File: src/rtl/gpio_debounce.sv
// gpio_debounce: conditions raw board inputs for the demo system's gp_i port.
// Each bit passes through a 2-flop synchroniser and then an independent
// counter-based debouncer. The outputs are the clean level and registered
// single-cycle rise/fall pulses, all in the clk_sys domain.
module gpio_debounce #(
  parameter int unsigned      Width          = 5,
  parameter int unsigned      DebounceCycles = 50000,
  parameter logic [Width-1:0] ResetValue     = '0
) (
  input  logic             clk_sys_i,
  input  logic             rst_sys_i,
  input  logic [Width-1:0] raw_i,
  output logic [Width-1:0] in_o,
  output logic [Width-1:0] rise_o,
  output logic [Width-1:0] fall_o,
  output logic             changed_o
);

  localparam int unsigned    CntW   = $clog2(DebounceCycles + 1);
  localparam logic [CntW-1:0] CntMax = CntW'(DebounceCycles - 1);

  logic [Width-1:0]           sync1;
  logic [Width-1:0]           sync2;
  logic [Width-1:0][CntW-1:0] cnt_q;
  logic [Width-1:0][CntW-1:0] cnt_d;
  logic [Width-1:0]           in_d;
  logic [Width-1:0]           rise_d;
  logic [Width-1:0]           fall_d;

  // Two-flop synchroniser for the asynchronous pin levels.
  always_ff @(posedge clk_sys_i) begin
    if (rst_sys_i) begin
      sync1 <= ResetValue;
      sync2 <= ResetValue;
    end else begin
      sync1 <= raw_i;
      sync2 <= sync1;
    end
  end

  // Per-bit debounce decision: count consecutive mismatches, accept on the last one.
  always_comb begin
    in_d   = in_o;
    rise_d = '0;
    fall_d = '0;
    cnt_d  = '0;
    for (int unsigned i = 0; i < Width; i++) begin
      if (sync2[i] == in_o[i]) begin
        cnt_d[i] = '0;
      end else if (cnt_q[i] == CntMax) begin
        cnt_d[i]  = '0;
        in_d[i]   = sync2[i];
        rise_d[i] = sync2[i];
        fall_d[i] = ~sync2[i];
      end else begin
        cnt_d[i] = cnt_q[i] + CntW'(1);
      end
    end
  end

  // Register the level, counters and pulses; changed_o is derived from the
  // next-cycle pulses so it lines up with rise_o/fall_o.
  always_ff @(posedge clk_sys_i) begin
    if (rst_sys_i) begin
      cnt_q     <= '0;
      in_o      <= ResetValue;
      rise_o    <= '0;
      fall_o    <= '0;
      changed_o <= 1'b0;
    end else begin
      cnt_q     <= cnt_d;
      in_o      <= in_d;
      rise_o    <= rise_d;
      fall_o    <= fall_d;
      changed_o <= |(rise_d | fall_d);
    end
  end

endmodule

File: config.mk
export PLATFORM = sky130hd
export DESIGN_NAME = gpio_debounce
export DESIGN_NICKNAME = d
export VERILOG_FILES = /design/src/rtl/gpio_debounce.sv
export SDC_FILE = /design/constraint.sdc
export NUM_CORES = 1
export LEC_CHECK = 0
export BUFFER_PORTS_ARGS = -buffer_cell sky130_fd_sc_hd__buf_2
export CAP_MARGIN = 20
export CORE_MARGIN = 2
export CORE_UTILIZATION = 52
export DETAILED_ROUTE_END_ITERATION = 7
export GPL_TIMING_DRIVEN = 0
export PLACE_DENSITY = 0.69
export SETUP_SLACK_MARGIN = 0.02
export SLEW_MARGIN = 30
export SYNTH_ARGS = -nofsm -noshare
export SYNTH_HDL_FRONTEND = slang
export SYNTH_SLANG_ARGS = --single-unit
File: constraint.sdc
create_clock -name clk_sys_i -period 3.5 [get_ports clk_sys_i]
set_input_delay 0.7 -clock clk_sys_i [delete_from_list [all_inputs] [get_ports clk_sys_i]]
set_output_delay 0.7 -clock clk_sys_i [all_outputs]
set_load 0.01 [all_outputs]
==> summary.txt <==
Place
  – Placed Instances: 596
  – Routability cong.: 0.780
  – Buffers on Ports: 22
  – Post-DP HPWL: 5470 µm
  – Post-Place Worst Slack: 1.36 ns
  – Area after DPL: 4670 µm²

Global route
  – Global-route wire length before repair: 13600 µm
  – Initial antenna violation count: 0
  – Met3 Resource Use GR: 0.0423
  – Vias in the first global route: 2993
  – Largest net degree at the start of global routing: 17
  – Most used routing layer in global routing: met2
  – Global Route Usage Sum: 0.189
  – Total gr overflow: 0
  – GRT met1 Usage: 0.251
  – Met2 Use GR: 0.302

Final layout
  – Nets: 514
  – Fillers: 740
  – Share of cells above drive strength 1: 0.0949
  – Final Cell Area: 4860 µm²
  – Register area: 2120 µm²
  – Multi-input gate area: 2170 µm²
  – Area Overhead vs Synth: 9.83%
  – Post-route insts no fill: 611
  – Antenna diode count: 0

STA
  – Setup TNS: 0 ns
  – Worst-margin pin slew: 0.516 ns
  – Final min period: 2.11 ns
  – RSZ-0062 raised after global routing: false
  – Worst Setup Slack, final: 1.39 ns
  – Setup violators final: 0
  – Worst Skew: 0.0130 ns
  – Max_slew headroom: 0.653
  – Fmax: 474 MHz
  – Pins Over Slew Limit: 0
  – Period utilization: 0.603
  – Final hold violations: 0

CTS
  – CTS clk-pin slew, worst paths: 0.09 ns
  – Clock Tree Root: clkbuf_8
  – Max clock buf depth: 2
  – CTS resizes: 0
  – Num Clock Sinks: 106
  – CTS tree: yes
  – Clock Latency Late Sink: 0.37 ns
  – Setup Buffers After CTS: 0
  – Number of buffers created by CTS: 9
  – H-tree levels: 3
  – Post-cts hold buffer count: 0

Logic synthesis
  – Synth Warn #: 0
  – Cells after Synth: 469
  – Syn Nets: 481
  – Unique masters post-synth: 42
  – Post-synth EDFFs: 0
  – Ranking of synthesized cells by area: dfxtp_1, xnor2_1, nor2_1
  – Share of the synthesized area in the top cell type: 0.479
  – Synthesized flop and latch total: 106
  – Syn Area/Cell: 9.44 µm²
  – Seq/Total Area, Yosys: 0.479
  – Cell Area, Synth: 4430 µm²
  – Leading area contributor after synthesis: dfxtp_1
  – Fraction of registers with async set/reset: 0
  – Top FF cell, synth: dfxtp_1

Critical path
  – Required time of the worst setup path: 3.75 ns
  – Critical path startpoint category: flop
  – RR Startpoint: cnt_q[32]
  – Nature of the critical path endpoint: flop
  – Crit path max fanout: 10
  – Worst setup path startpoint: cnt_q[32]
  – WP data arrival: 2.36 ns
  – CP Class: flop to flop

Die
  – Die area: 9270 µm²
  – Starting density of the core: 0.539
  – Die height: 96.3 µm
  – DIE WIDTH: 96.3 µm
  – Core ar.: 8220 µm²
  – Site Rows: 33
  – # IOs: 23

Detailed routing
  – DR iter-0 viols: 87
  – Overall routed net length: 7820 µm
  – DRC Markers: 0
  – Pre-Repair DR Iteration Count: 4
  – Antenna Nets Post-Route: 0
  – Vias per inst: 5.29
  – Vias: 3235
  – Drt wl/cell: 12.8 µm

Status
  – Status: finished clean

Hold path
  – Hold Crit Start: sync1[0]
  – Worst min-delay path class: flop to flop

Run
  – Max-Cap Viols: 0

Power and ir drop
  – Leak pwr: 1.63 nW
  – Worst VDD drop: 0.000251 V
  – Cell Pwr Density: 408 nW/µm²
[registers in the layout, summed over array words and instances (netlist names)]
name,flops
sync2,5
fall_o,5
rise_o,5
cnt_q,80
sync1,5
changed_o,1
in_o,5
[logic make-up after synthesis]
family          share of synthesized area
simple gates                        0.308
flops                               0.479
xor+xnor                            0.133
buf+inv                            0.0305
compound gates                     0.0240
mux                                0.0113
fa+ha+maj                          0.0141
[layout by cell type, fill, tap and decap left out, types with 10 or more instances in the layout]
master and count:
clkbuf_8 10, nor3_1 12, xnor2_1 39, nor4_1 14
nand4_1 20, dfxtp_1 106, inv_1 12, nor2b_1 12
buf_2 22, nand3_1 23, nor2_1 81, nand2_1 22
xor2_1 28, clkbuf_1 10
[stage by stage]
| stage | utilization | power (mW) | hold WS [ns] |
|---|---|---|---|
| 3_5_place_dp | 0.568 | 1.28 | 0.428 |
| 4_1_cts | 0.592 | 2.02 | 0.451 |
| 3_3_place_gp | 0.568 | 1.28 | 0.418 |
| 2_1_floorplan | - | 1.27 | 0.414 |
| 6_report | 0.592 | 1.99 | 0.451 |
| 5_1_grt | 0.592 | 2.06 | 0.468 |
[final timing paths]
check,end,slack [ns],cells after the start
max,cnt_q[42],1.39,7
max reg2reg,cnt_q[42],1.39,7
min,sync2[0],0.45,1
min reg2reg,sync2[0],0.45,1
[per-layer routing]
| layer | vias to the layer above | part of all wire |
|---|---|---|
| met3 | 10 | 0.033 |
| met2 | 49 | 0.45 |
| met5 | - | 0 |
| li1 | 1695 | - |
| met1 | 1481 | 0.50 |
| met4 | 0 | 0.015 |
[worst max-delay path, stage by stage, from the launching register on]
cell and delay (ns):
dfxtp_1 0.38, ha_1 0.19, and3_1 0.15, clkbuf_1 0.25
nand4_1 0.32, nand2_1 0.25, clkbuf_1 0.37, nor2_1 0.10
[cells in the mapped netlist, drive strengths merged (3+ instances only)]
| library cell | count |
|---|---|
| nand4 | 20 |
| clkbuf | 9 |
| inv | 12 |
| or4b | 5 |
| ha | 5 |
| or3 | 6 |
| and4 | 8 |
| nand3 | 23 |
| and3b | 5 |
| or3b | 3 |
| nor2b | 12 |
| mux2i | 5 |
| buf | 6 |
| and3 | 6 |
| xnor2 | 39 |
| o21ai | 4 |
| nand2 | 22 |
| dfxtp | 106 |
| nor4 | 17 |
| nor4b | 6 |
| a21oi | 8 |
| nor3 | 12 |
| xor2 | 28 |
| nor2 | 81 |
[report_power, final]
group          switching, mW  total, mW  internal (mW)
clock network          0.391      0.738          0.347
registers            0.00509       1.22           1.21
logic                 0.0177     0.0306         0.0129
total                  0.414       1.99           1.57
[cell type report]
class,instances,area share
Buffer,15,0.0185
Clock buffer,11,0.0291
Clock inverter,4,0.0108
Inverter,12,0.00926
Multi-Input combinational cell,336,0.446
Sequential cell,106,0.436
Tap cell,105,0.0270
Timing Repair Buffer,22,0.0226
Note: power is estimated with default switching activity, not from simulation.
